### src/rtl/falling_tile_engine.sv
// Multi-lane falling tile mover: on each frame tick, every active tile moves down one row.
// Each move is a serial sweep of vga_adapter pixel writes: erase the top row, then draw the new bottom row.
module falling_tile_engine #(
  parameter int unsigned NUM_LANES  = 4,
  parameter int unsigned TILE_W     = 30,
  parameter int unsigned TILE_H     = 30,
  parameter int unsigned SCREEN_H   = 120,
  parameter int unsigned LANE_X0    = 20,
  parameter int unsigned LANE_PITCH = 32,
  parameter int unsigned TICK_DIV   = 833333
) (
  input  logic                 clk,
  input  logic                 resetn,
  input  logic                 enable,
  input  logic                 spawn_valid,
  input  logic [2:0]           spawn_lane,
  input  logic [2:0]           spawn_colour,
  output logic                 spawn_ready,
  output logic                 plot,
  output logic [7:0]           x,
  output logic [6:0]           y,
  output logic [2:0]           colour,
  output logic                 busy,
  output logic [NUM_LANES-1:0] tile_active,
  output logic                 miss,
  output logic                 overrun
);

  localparam int unsigned LANE_W   = (NUM_LANES > 1) ? $clog2(NUM_LANES) : 1;
  localparam int unsigned LANES_P2 = 1 << LANE_W;
  localparam int unsigned DIV_W    = (TICK_DIV > 1) ? $clog2(TICK_DIV) : 1;
  localparam int unsigned POS_W    = 9;
  localparam int unsigned COL_W    = 5;

  localparam logic [DIV_W-1:0]  DIV_RELOAD = DIV_W'(TICK_DIV - 1);
  localparam logic [POS_W-1:0]  TILE_H_P   = POS_W'(TILE_H);
  localparam logic [POS_W-1:0]  SCREEN_H_P = POS_W'(SCREEN_H);
  localparam logic [POS_W-1:0]  RETIRE_POS = POS_W'(SCREEN_H + TILE_H);
  localparam logic [COL_W-1:0]  LAST_COL   = COL_W'(TILE_W - 1);
  localparam logic [LANE_W-1:0] LAST_LANE  = LANE_W'(NUM_LANES - 1);

  typedef enum logic [2:0] {IDLE, SCAN, ERASE, DRAW, UPDATE} state_t;

  state_t              state_q, state_d;
  logic [DIV_W-1:0]    div_q, div_d;
  logic                pending_q, pending_d;
  logic [LANE_W-1:0]   lane_q, lane_d;
  logic [COL_W-1:0]    col_q, col_d;
  logic [LANES_P2-1:0] active_q, active_d;
  logic [2:0]          colr_q [LANES_P2];
  logic [2:0]          colr_d [LANES_P2];
  logic [POS_W-1:0]    pos_q  [LANES_P2];
  logic [POS_W-1:0]    pos_d  [LANES_P2];
  logic                plot_q, plot_d;
  logic [7:0]          x_q, x_d;
  logic [6:0]          y_q, y_d;
  logic [2:0]          colour_q, colour_d;
  logic                busy_q, busy_d;
  logic                miss_q, miss_d;
  logic                overrun_q, overrun_d;

  logic                tick_c;
  logic                spawn_lane_ok_c;
  logic [LANE_W-1:0]   spawn_idx_c;
  logic [POS_W-1:0]    cur_pos_c;

  assign tick_c          = enable && (div_q == '0);
  assign spawn_lane_ok_c = 32'(spawn_lane) < NUM_LANES;
  assign spawn_idx_c     = LANE_W'(spawn_lane);
  assign cur_pos_c       = pos_q[lane_q];

  assign spawn_ready = (state_q == IDLE) && !pending_q && !tick_c &&
                       spawn_lane_ok_c && !active_q[spawn_idx_c];

  always_comb begin
    state_d   = state_q;
    div_d     = div_q;
    pending_d = pending_q;
    lane_d    = lane_q;
    col_d     = col_q;
    active_d  = active_q;
    colr_d    = colr_q;
    pos_d     = pos_q;
    plot_d    = 1'b0;
    x_d       = x_q;
    y_d       = y_q;
    colour_d  = colour_q;
    miss_d    = 1'b0;
    overrun_d = 1'b0;

    if (enable) begin
      div_d = tick_c ? DIV_RELOAD : div_q - DIV_W'(1);
    end

    // A tick arriving mid-sweep is parked; a second one before the sweep ends is lost.
    if (state_q != IDLE && tick_c) begin
      if (pending_q) overrun_d = 1'b1;
      else           pending_d = 1'b1;
    end

    if (spawn_valid && spawn_ready) begin
      active_d[spawn_idx_c] = 1'b1;
      colr_d[spawn_idx_c]   = spawn_colour;
      pos_d[spawn_idx_c]    = '0;
    end

    case (state_q)
      IDLE: begin
        if (pending_q || tick_c) begin
          state_d   = SCAN;
          lane_d    = '0;
          pending_d = pending_q && tick_c;
        end
      end
      SCAN: begin
        col_d = '0;
        if (!active_q[lane_q]) begin
          state_d = (lane_q == LAST_LANE) ? IDLE : SCAN;
          lane_d  = (lane_q == LAST_LANE) ? lane_q : lane_q + LANE_W'(1);
        end else if (cur_pos_c >= TILE_H_P) begin
          state_d = ERASE;
        end else if (cur_pos_c < SCREEN_H_P) begin
          state_d = DRAW;
        end else begin
          state_d = UPDATE;
        end
      end
      ERASE: begin
        if (col_q == LAST_COL) begin
          col_d   = '0;
          state_d = (cur_pos_c < SCREEN_H_P) ? DRAW : UPDATE;
        end else begin
          col_d = col_q + COL_W'(1);
        end
      end
      DRAW: begin
        if (col_q == LAST_COL) begin
          col_d   = '0;
          state_d = UPDATE;
        end else begin
          col_d = col_q + COL_W'(1);
        end
      end
      UPDATE: begin
        pos_d[lane_q] = cur_pos_c + POS_W'(1);
        if (cur_pos_c + POS_W'(1) == RETIRE_POS) begin
          active_d[lane_q] = 1'b0;
          miss_d           = 1'b1;
        end
        state_d = (lane_q == LAST_LANE) ? IDLE : SCAN;
        lane_d  = (lane_q == LAST_LANE) ? lane_q : lane_q + LANE_W'(1);
      end
      default: state_d = IDLE;
    endcase

    // Pixel outputs follow the state being entered, so each pixel state cycle shows its own column.
    if (state_d == ERASE) begin
      plot_d   = 1'b1;
      y_d      = 7'(cur_pos_c - TILE_H_P);
      colour_d = 3'd0;
    end else if (state_d == DRAW) begin
      plot_d   = 1'b1;
      y_d      = 7'(cur_pos_c);
      colour_d = colr_q[lane_q];
    end
    if (plot_d) begin
      x_d = 8'(LANE_X0 + LANE_PITCH * 32'(lane_q) + 32'(col_d));
    end

    busy_d = (state_d != IDLE);
  end

  always_ff @(posedge clk) begin
    if (!resetn) begin
      state_q   <= IDLE;
      div_q     <= DIV_RELOAD;
      pending_q <= 1'b0;
      lane_q    <= '0;
      col_q     <= '0;
      active_q  <= '0;
      for (int i = 0; i < int'(LANES_P2); i++) begin
        colr_q[i] <= '0;
        pos_q[i]  <= '0;
      end
      plot_q    <= 1'b0;
      x_q       <= '0;
      y_q       <= '0;
      colour_q  <= '0;
      busy_q    <= 1'b0;
      miss_q    <= 1'b0;
      overrun_q <= 1'b0;
    end else begin
      state_q   <= state_d;
      div_q     <= div_d;
      pending_q <= pending_d;
      lane_q    <= lane_d;
      col_q     <= col_d;
      active_q  <= active_d;
      colr_q    <= colr_d;
      pos_q     <= pos_d;
      plot_q    <= plot_d;
      x_q       <= x_d;
      y_q       <= y_d;
      colour_q  <= colour_d;
      busy_q    <= busy_d;
      miss_q    <= miss_d;
      overrun_q <= overrun_d;
    end
  end

  assign plot        = plot_q;
  assign x           = x_q;
  assign y           = y_q;
  assign colour      = colour_q;
  assign busy        = busy_q;
  assign tile_active = active_q[NUM_LANES-1:0];
  assign miss        = miss_q;
  assign overrun     = overrun_q;

endmodule

### config.mk
export PLATFORM = sky130hd
export DESIGN_NAME = falling_tile_engine
export DESIGN_NICKNAME = d
export VERILOG_FILES = /design/src/rtl/falling_tile_engine.sv
export SDC_FILE = /design/constraint.sdc
export NUM_CORES = 1
export LEC_CHECK = 0
export BUFFER_PORTS_ARGS = -buffer_cell sky130_fd_sc_hd__buf_2
export CORE_ASPECT_RATIO = 0.75
export CORE_MARGIN = 4
export CORE_UTILIZATION = 50
export CTS_CLUSTER_SIZE = 16
export DETAILED_ROUTE_END_ITERATION = 16
export GPL_TIMING_DRIVEN = 0
export PLACE_DENSITY = 0.76
export SETUP_SLACK_MARGIN = 0.15
export SLEW_MARGIN = 0
export SYNTH_ARGS = -nofsm -noshare
export SYNTH_HDL_FRONTEND = slang
export SYNTH_SLANG_ARGS = --single-unit
export TNS_END_PERCENT = 10
### constraint.sdc
create_clock -name clk -period 2.8 [get_ports clk]
set_input_delay 0 -clock clk [delete_from_list [all_inputs] [get_ports clk]]
set_output_delay 0 -clock clk [all_outputs]
set_load 0.01 [all_outputs]
==> results of run 1 <==
[what timing repair did]
item                                    4_1_cts  5_1_grt
pin swaps                                     4        3
hold endpoints to repair                     14        0
resized for setup                            15       12
buffers inserted                              8        5
hold buffers                                  4        0
endpoints found under the setup margin       35       63
[layout by cell type (no fill, tap or decap), drive strengths merged, types with 3 or more instances in the layout]
cell type	n
nor2b	4
xor2	10
inv	17
and2	8
and3	9
a31oi	28
or3	8
nor3b	3
nand3	14
nor4b	5
nor3	16
nor2	102
o22ai	4
nand2b	5
a21oi	28
o21ai	12
buf	61
clkbuf	33
a211oi	3
nand4	11
dfxtp	105
o22a	3
nand2	62
mux4	14
nor4	6
xnor2	20
mux2i	11
dlygate4sd3	4
or4	4
ha	13
o21a	9
[flip-flops by register name (all words and copies together), names as in the netlist, 4 cells and up]
signal,flops
col_q,5
colr_q,12
pos_q,36
div_q,20
tile_active,4
x,8
y,7
[cells in the mapped netlist (2+ instances only)]
cell | n | share of area
nand2_1 | 61 | 0.044
and4_1 | 2 | 0.0034
o21a_1 | 9 | 0.013
nor2_1 | 102 | 0.074
mux4_2 | 14 | 0.061
xor2_1 | 10 | 0.017
clkbuf_1 | 24 | 0.017
xnor2_1 | 20 | 0.034
nand4_1 | 9 | 0.011
a2bb2oi_1 | 2 | 0.0034
and2_1 | 8 | 0.0097
inv_1 | 14 | 0.010
and3_1 | 9 | 0.011
buf_2 | 7 | 0.0068
nor3_1 | 15 | 0.015
mux2i_1 | 11 | 0.021
nand3_1 | 14 | 0.014
or4_1 | 2 | 0.0029
o22a_1 | 3 | 0.0051
buf_6 | 2 | 0.0044
o22ai_1 | 4 | 0.0048
a211oi_1 | 2 | 0.0029
o221a_2 | 2 | 0.0044
nand4_2 | 2 | 0.0048
nand3b_1 | 2 | 0.0029
a311oi_2 | 2 | 0.0058
nor3b_1 | 3 | 0.0044
buf_1 | 2 | 0.0015
ha_1 | 13 | 0.031
a31oi_1 | 28 | 0.034
nor2b_1 | 4 | 0.0048
nor4_1 | 6 | 0.0073
nor4b_1 | 5 | 0.0085
o21ai_0 | 11 | 0.011
or4_4 | 2 | 0.0044
or3_1 | 7 | 0.0085
nor4bb_1 | 2 | 0.0039
dfxtp_1 | 105 | 0.41
o21bai_1 | 2 | 0.0029
a21oi_1 | 28 | 0.027
nand2b_1 | 5 | 0.0060
[power by group]
part           internal, W  switching, W
Sequential         0.00151     0.0000154
Clock             0.000822      0.000580
Combinational    0.0000417     0.0000757
[per-layer routing]
layer	share of wire	routed length, µm	up-vias	GRT usage
met2	0.44	6380	216	0.385
met5	0	0	-	0
met3	0.093	1340	33	0.0754
li1	-	-	2227	-
met1	0.44	6400	2326	0.316
met4	0.024	354	0	0.0921
[cells by family (layout without fill, tap and decap cells)]
family / after synthesis / count (layout) / synth area share
AO/OA/AOI/OAI: 102 / 102 / 0.130
XOR/XNOR: 30 / 30 / 0.0508
adder cells (fa/ha/maj): 13 / 13 / 0.0314
buffers and inverters: 51 / 119 / 0.0423
flip-flops: 105 / 105 / 0.406
multiplexers: 26 / 26 / 0.0844
AND/OR/NAND/NOR: 268 / 268 / 0.255
[metrics by stage]
stage | cell area, µm² | std cells | hold slack (ns) | total power, W | util
final | 6140 | 795 | 0.0977 | 0.00304 | 0.621
after global routing | 6140 | 795 | 0.128 | 0.00312 | 0.621
after CTS | 6050 | 790 | 0.0756 | 0.00306 | 0.612
after detailed placement | 5550 | 762 | 0.272 | 0.00166 | 0.561
after global placement | 5550 | 762 | 0.270 | 0.00166 | 0.561
after floorplan | 5210 | 595 | 0.0503 | 0.00162 | -
[layout make-up]
| class | count | area share |
|---|---|---|
| buffer | 36 | 0.0344 |
| clock buffer | 10 | 0.0389 |
| timing repair buffer | 52 | 0.0530 |
| inverter | 15 | 0.00917 |
| clock inverter | 6 | 0.0161 |
| sequential | 105 | 0.342 |
| tap | 132 | 0.0269 |
| multi-input combinational | 439 | 0.479 |
[worst max-delay path by stage]
stage | from | end | cells after the start
3_3_place_gp | lane_q[0]$_SDFFE_PN0P_ | tile_active[0]$_SDFF_PN0_ | 10
6_report | lane_q[0]$_SDFFE_PN0P_ | tile_active[0]$_SDFF_PN0_ | 9
2_1_floorplan | lane_q[0]$_SDFFE_PN0P_ | tile_active[0]$_SDFF_PN0_ | 10
5_1_grt | lane_q[0]$_SDFFE_PN0P_ | tile_active[0]$_SDFF_PN0_ | 9
4_1_cts | lane_q[0]$_SDFFE_PN0P_ | tile_active[0]$_SDFF_PN0_ | 9
3_5_place_dp | lane_q[0]$_SDFFE_PN0P_ | tile_active[0]$_SDFF_PN0_ | 10
[tightest hold or removal path, delay by kind of cell]
family | cells | cell delay (ns)
AO/OA/AOI/OAI | 2 | 0.19
buffers and inverters | 1 | 0.21
==> flow_summary.toml, run 1 <==
[grt]
grt_max_degree = 19
antenna_found_initial = 0
grt_pass1_vias = 4608
grtUsageTotal = 0.243
grt_pass1_wl_mm = 23.0
grt_overflow = 0

[setup_path]
critical_path_class = "reg -> reg"
crit_slowest_cell = "mux4_2"
end_kind = "flip-flop"
worst-r2r-cell-count = 9
cp_cell_sequence = "buf_6 -> buf_12 -> mux4_2 -> buf_4 -> ha_1 -> xnor2_1 -> and4b_1 -> nand4_4 -> o221a_2"
slowest_delay_ns = 0.48
cp_max_fo = 10
rrSetupSlack_ns = 0.11
worstReg2RegStart = "lane_q[0]$_SDFFE_PN0P_"
arrival_ns = 2.93
worstReg2RegEnd = "tile_active[0]$_SDFF_PN0_"
path_delay_family = "simple AND/OR/NAND/NOR gates"
critPathBufInv = 3
cp.required_ns = 3.04
start_kind = "flip-flop"

[synth]
netlist_area_um2 = 5180
async_reset_ff_frac = 0
ys_ff_latch = 105
synth_edf_count = 0
avgSynthCellArea_um2 = 8.70
ys.flop_type = "dfxtp_1"
syn_nets = 618
ys_seq_area_frac = 0.406
synth_cells = 595
synth_warnings = 0
ys_types = 61

[layout]
area_growth_syn_to_layout_pct = 18.7
seq_area_um2 = 2100
nets = 681
fillers = 857
drive_gt1_frac = 0.175
multiInputGateArea_um2 = 2940
diodes = 0

[hold_path]
min_path_cells = 3
whs_endpoint = "y[6]$_SDFFE_PN0P_"
hold_path_class = "in -> reg"
worstHoldStart = "resetn"

[power]
peakVddDrop_v = 0.000356
cellLeakagePower_nw = 2.31
pwr_density_cell_nw_per_um2 = 495

[floorplanning]
core_um2 = 9890
num_rows = 31
fp.dieH_um = 96.1
start_util = 0.523
dieArea_um2 = 12100
io_pins = 37
die_x_um = 125

[status]
status = "completed"

[clocking]
clock_latency_ns = 0.35
cts_root_buffer = "clkbuf_16"
cts.sinks = 105
cts_tree = "yes"
ctsHtreeMaxLevel = 3
clk_pin_slew_ns = 0.07
cts_buffers = 9
clockBufferDepth = 2

[routing]
viasPerCell = 6.04
drt_wl_total_mm = 14.5
drt_pass1_iterations = 5
vias = 4802
ant_nets = 0
wl_per_cell_um = 18.2
first_iter_violations = 497
drc = 0

[sta]
fin_skew_ns = 0.00862
max_slew.worst_pin.slew_ns = 0.789
slew_violations = 0
hold_viol = 0
fmax_ghz = 0.372
finalSetupTns_ns = 0
fin_crit_sh = 0.960
setup_slack_ns = 0.113
setup_viol = 0
rsz0062_at_grt = "true"
post-route-min-period_ns = 2.69
slew_headroom = 0.466

[placement]
pre_cts_ws_ns = -0.291
portBuffers = 35
post-dp-hpwl_mm = 10.4
place.gp.congestion = 0.914

[job]
maxCapViolCount = 0
Power figures use the tool's default switching activity.
==> run 2: changes to the inputs <==
--- a/config.mk
+++ b/config.mk
@@ -12,6 +12,7 @@
 export CTS_CLUSTER_SIZE = 16
 export DETAILED_ROUTE_END_ITERATION = 16
 export GPL_TIMING_DRIVEN = 0
+export MAX_ROUTING_LAYER = met4
 export PLACE_DENSITY = 0.76
 export SETUP_SLACK_MARGIN = 0.15
 export SLEW_MARGIN = 0
==> run 2 against run 1 <==
  * Design area unchanged
  * Worst hold slack got worse by 0.0038 ns
  * Power hardly changed
  * Combinational power barely moved
  * Global-route usage grew 0.72 points
  * Sequential share of layout area unchanged
  * Count of clock-buffer cells in the layout unchanged
  * Sequential power about the same
  * Clock skew about the same
  * Routed wire length fell by 0.17%
  * Critical endpoint unchanged
  * Highest routed layer unchanged
==> flow_summary.toml, run 2 (same netlist as run 1, synthesis figures left out) <==
[setup_path]
cp_cell_sequence = "buf_6 -> buf_12 -> mux4_2 -> buf_4 -> ha_1 -> xnor2_1 -> and4b_1 -> nand4_4 -> o221a_2"
critical_path_class = "reg -> reg"
cp.required_ns = 3.04
cp_max_fo = 10
end_kind = "flip-flop"
arrival_ns = 2.94
rrSetupSlack_ns = 0.10
slowest_delay_ns = 0.48
start_kind = "flip-flop"
crit_slowest_cell = "mux4_2"

[placement]
pre_cts_ws_ns = -0.291
place.gp.congestion = 0.930
post-dp-hpwl_mm = 10.4
portBuffers = 35

[layout]
multiInputGateArea_um2 = 2940
diodes = 0
final_util = 0.621
seq_area_um2 = 2100
fillers = 857
layout_common_cells = "104 x dfxtp_1, 102 x nor2_1, 60 x nand2_1"
largest_register_ffs = 36
drive_gt1_frac = 0.175
layout_commonest_cell = "dfxtp_1"
area_growth_syn_to_layout_pct = 18.7
largest_registers = "pos_q (36), div_q (20), colr_q (12)"
top_register = "pos_q"
nets = 681

[sta]
setup_slack_ns = 0.100
rsz0062_at_grt = "true"
max_slew.worst_pin.slew_ns = 0.791
holdWs_ns = 0.0939
post-route-min-period_ns = 2.70
fin_skew_ns = 0.00863
hold_viol = 0
slew_violations = 0
setup_viol = 0
slew_headroom = 0.465
fin_crit_sh = 0.964
fmax_ghz = 0.370

[routing]
ant_nets = 0
viasPerCell = 5.99
drc = 0
drt_pass1_iterations = 5
vias = 4765
first_iter_violations = 504
drt_wl_total_mm = 14.4
wl_per_cell_um = 18.2

[clocking]
cts.sinks = 105
cts_buffers = 9
clockBufferDepth = 2
clk_pin_slew_ns = 0.07
cts_root_buffer = "clkbuf_16"
ctsHtreeMaxLevel = 3
cts_tree = "yes"
clock_latency_ns = 0.35

[grt]
grt.busiest_layer = "met2"
use_met1 = 0.318
grt_overflow = 0
use_met3 = 0.0721
grt_max_degree = 19
antenna_found_initial = 0
grtUsageTotal = 0.250
grt.met2_usage = 0.384
grt_pass1_wl_mm = 23.0
grt_pass1_vias = 4609

[floorplanning]
num_rows = 31
io_pins = 37
dieArea_um2 = 12100
core_um2 = 9890
start_util = 0.523
fp.dieH_um = 96.1
die_x_um = 125

[power]
switching_power_w = 0.000672
cellLeakagePower_nw = 2.31
internal_power_w = 0.00237
peakVddDrop_v = 0.000357
pwr-share-seq = 0.500
netSwitchingFraction = 0.221
pwr_density_cell_nw_per_um2 = 495
clkPwrFrac = 0.461
combPwrFrac = 0.039

[status]
status = "completed"

[job]
maxCapViolCount = 0

[hold_path]
hold_path_class = "in -> reg"
## run 2: cell counts in the layout (fill, tap and decap cells not counted)
No cell type changed its count.
## run 2: power by group through the flow
stage | clock network, W | logic (W) | registers [W]
6_report | 0.00140 | 0.000117 | 0.00152
5_1_grt | 0.00147 | 0.000128 | 0.00152
4_1_cts | 0.00143 | 0.000115 | 0.00152
3_5_place_dp | 0 | 0.000110 | 0.00156
3_3_place_gp | 0 | 0.000106 | 0.00155
2_1_floorplan | 0 | 0.0000678 | 0.00155
## run 2: layer usage
metal	wire (µm)	part of all wire
met2	6410	0.44
met4	335	0.023
met5	0	0
met1	6400	0.44
met3	1300	0.090
## run 2: layout make-up
type / count / area share
Sequential cell: 105 / 0.342
Clock buffer: 10 / 0.0389
Timing Repair Buffer: 52 / 0.0530
Inverter: 15 / 0.00917
Buffer: 36 / 0.0344
Multi-Input combinational cell: 439 / 0.479
Tap cell: 132 / 0.0269
Clock inverter: 6 / 0.0161
## run 2: final timing paths
check	startpoint	to	cells past startpoint
setup / recovery	lane_q[0]$_SDFFE_PN0P_	tile_active[0]$_SDFF_PN0_	9
hold reg to reg	colr_q[1]$_SDFFE_PN0P_	colr_q[1]$_SDFFE_PN0P_	2
setup reg to reg	lane_q[0]$_SDFFE_PN0P_	tile_active[0]$_SDFF_PN0_	9
hold / removal	resetn	y[6]$_SDFFE_PN0P_	3
## run 2: through the flow
stage / instances / setup TNS (ns) / total power [W] / cell area, µm²
after CTS: 790 / 0 / 0.00306 / 6050
after detailed placement: 762 / -2.05 / 0.00166 / 5550
after floorplan: 595 / 0 / 0.00162 / 5210
after global routing: 795 / 0 / 0.00312 / 6140
final: 795 / 0 / 0.00304 / 6140
after global placement: 762 / -1.26 / 0.00166 / 5550
## run 2: timing repair
action / 4_1_cts / 5_1_grt
pin swaps: 4 / 3
hold buffers: 4 / 0
setup endpoints to repair: 35 / 63
setup buffers: 8 / 5
resized for setup: 15 / 12
hold endpoints to repair: 14 / 0
gates cloned: 0 / 0
## run 2: worst max-delay path, delay by kind of cell (launching register included)
kind	cells	cell delay, ns
AND/OR/NAND/NOR	2	0.52
adder cells (fa/ha/maj)	1	0.27
flip-flops	1	0.34
AO/OA/AOI/OAI	1	0.30
buffers and inverters	3	0.44
multiplexers	1	0.48
XOR/XNOR	1	0.24
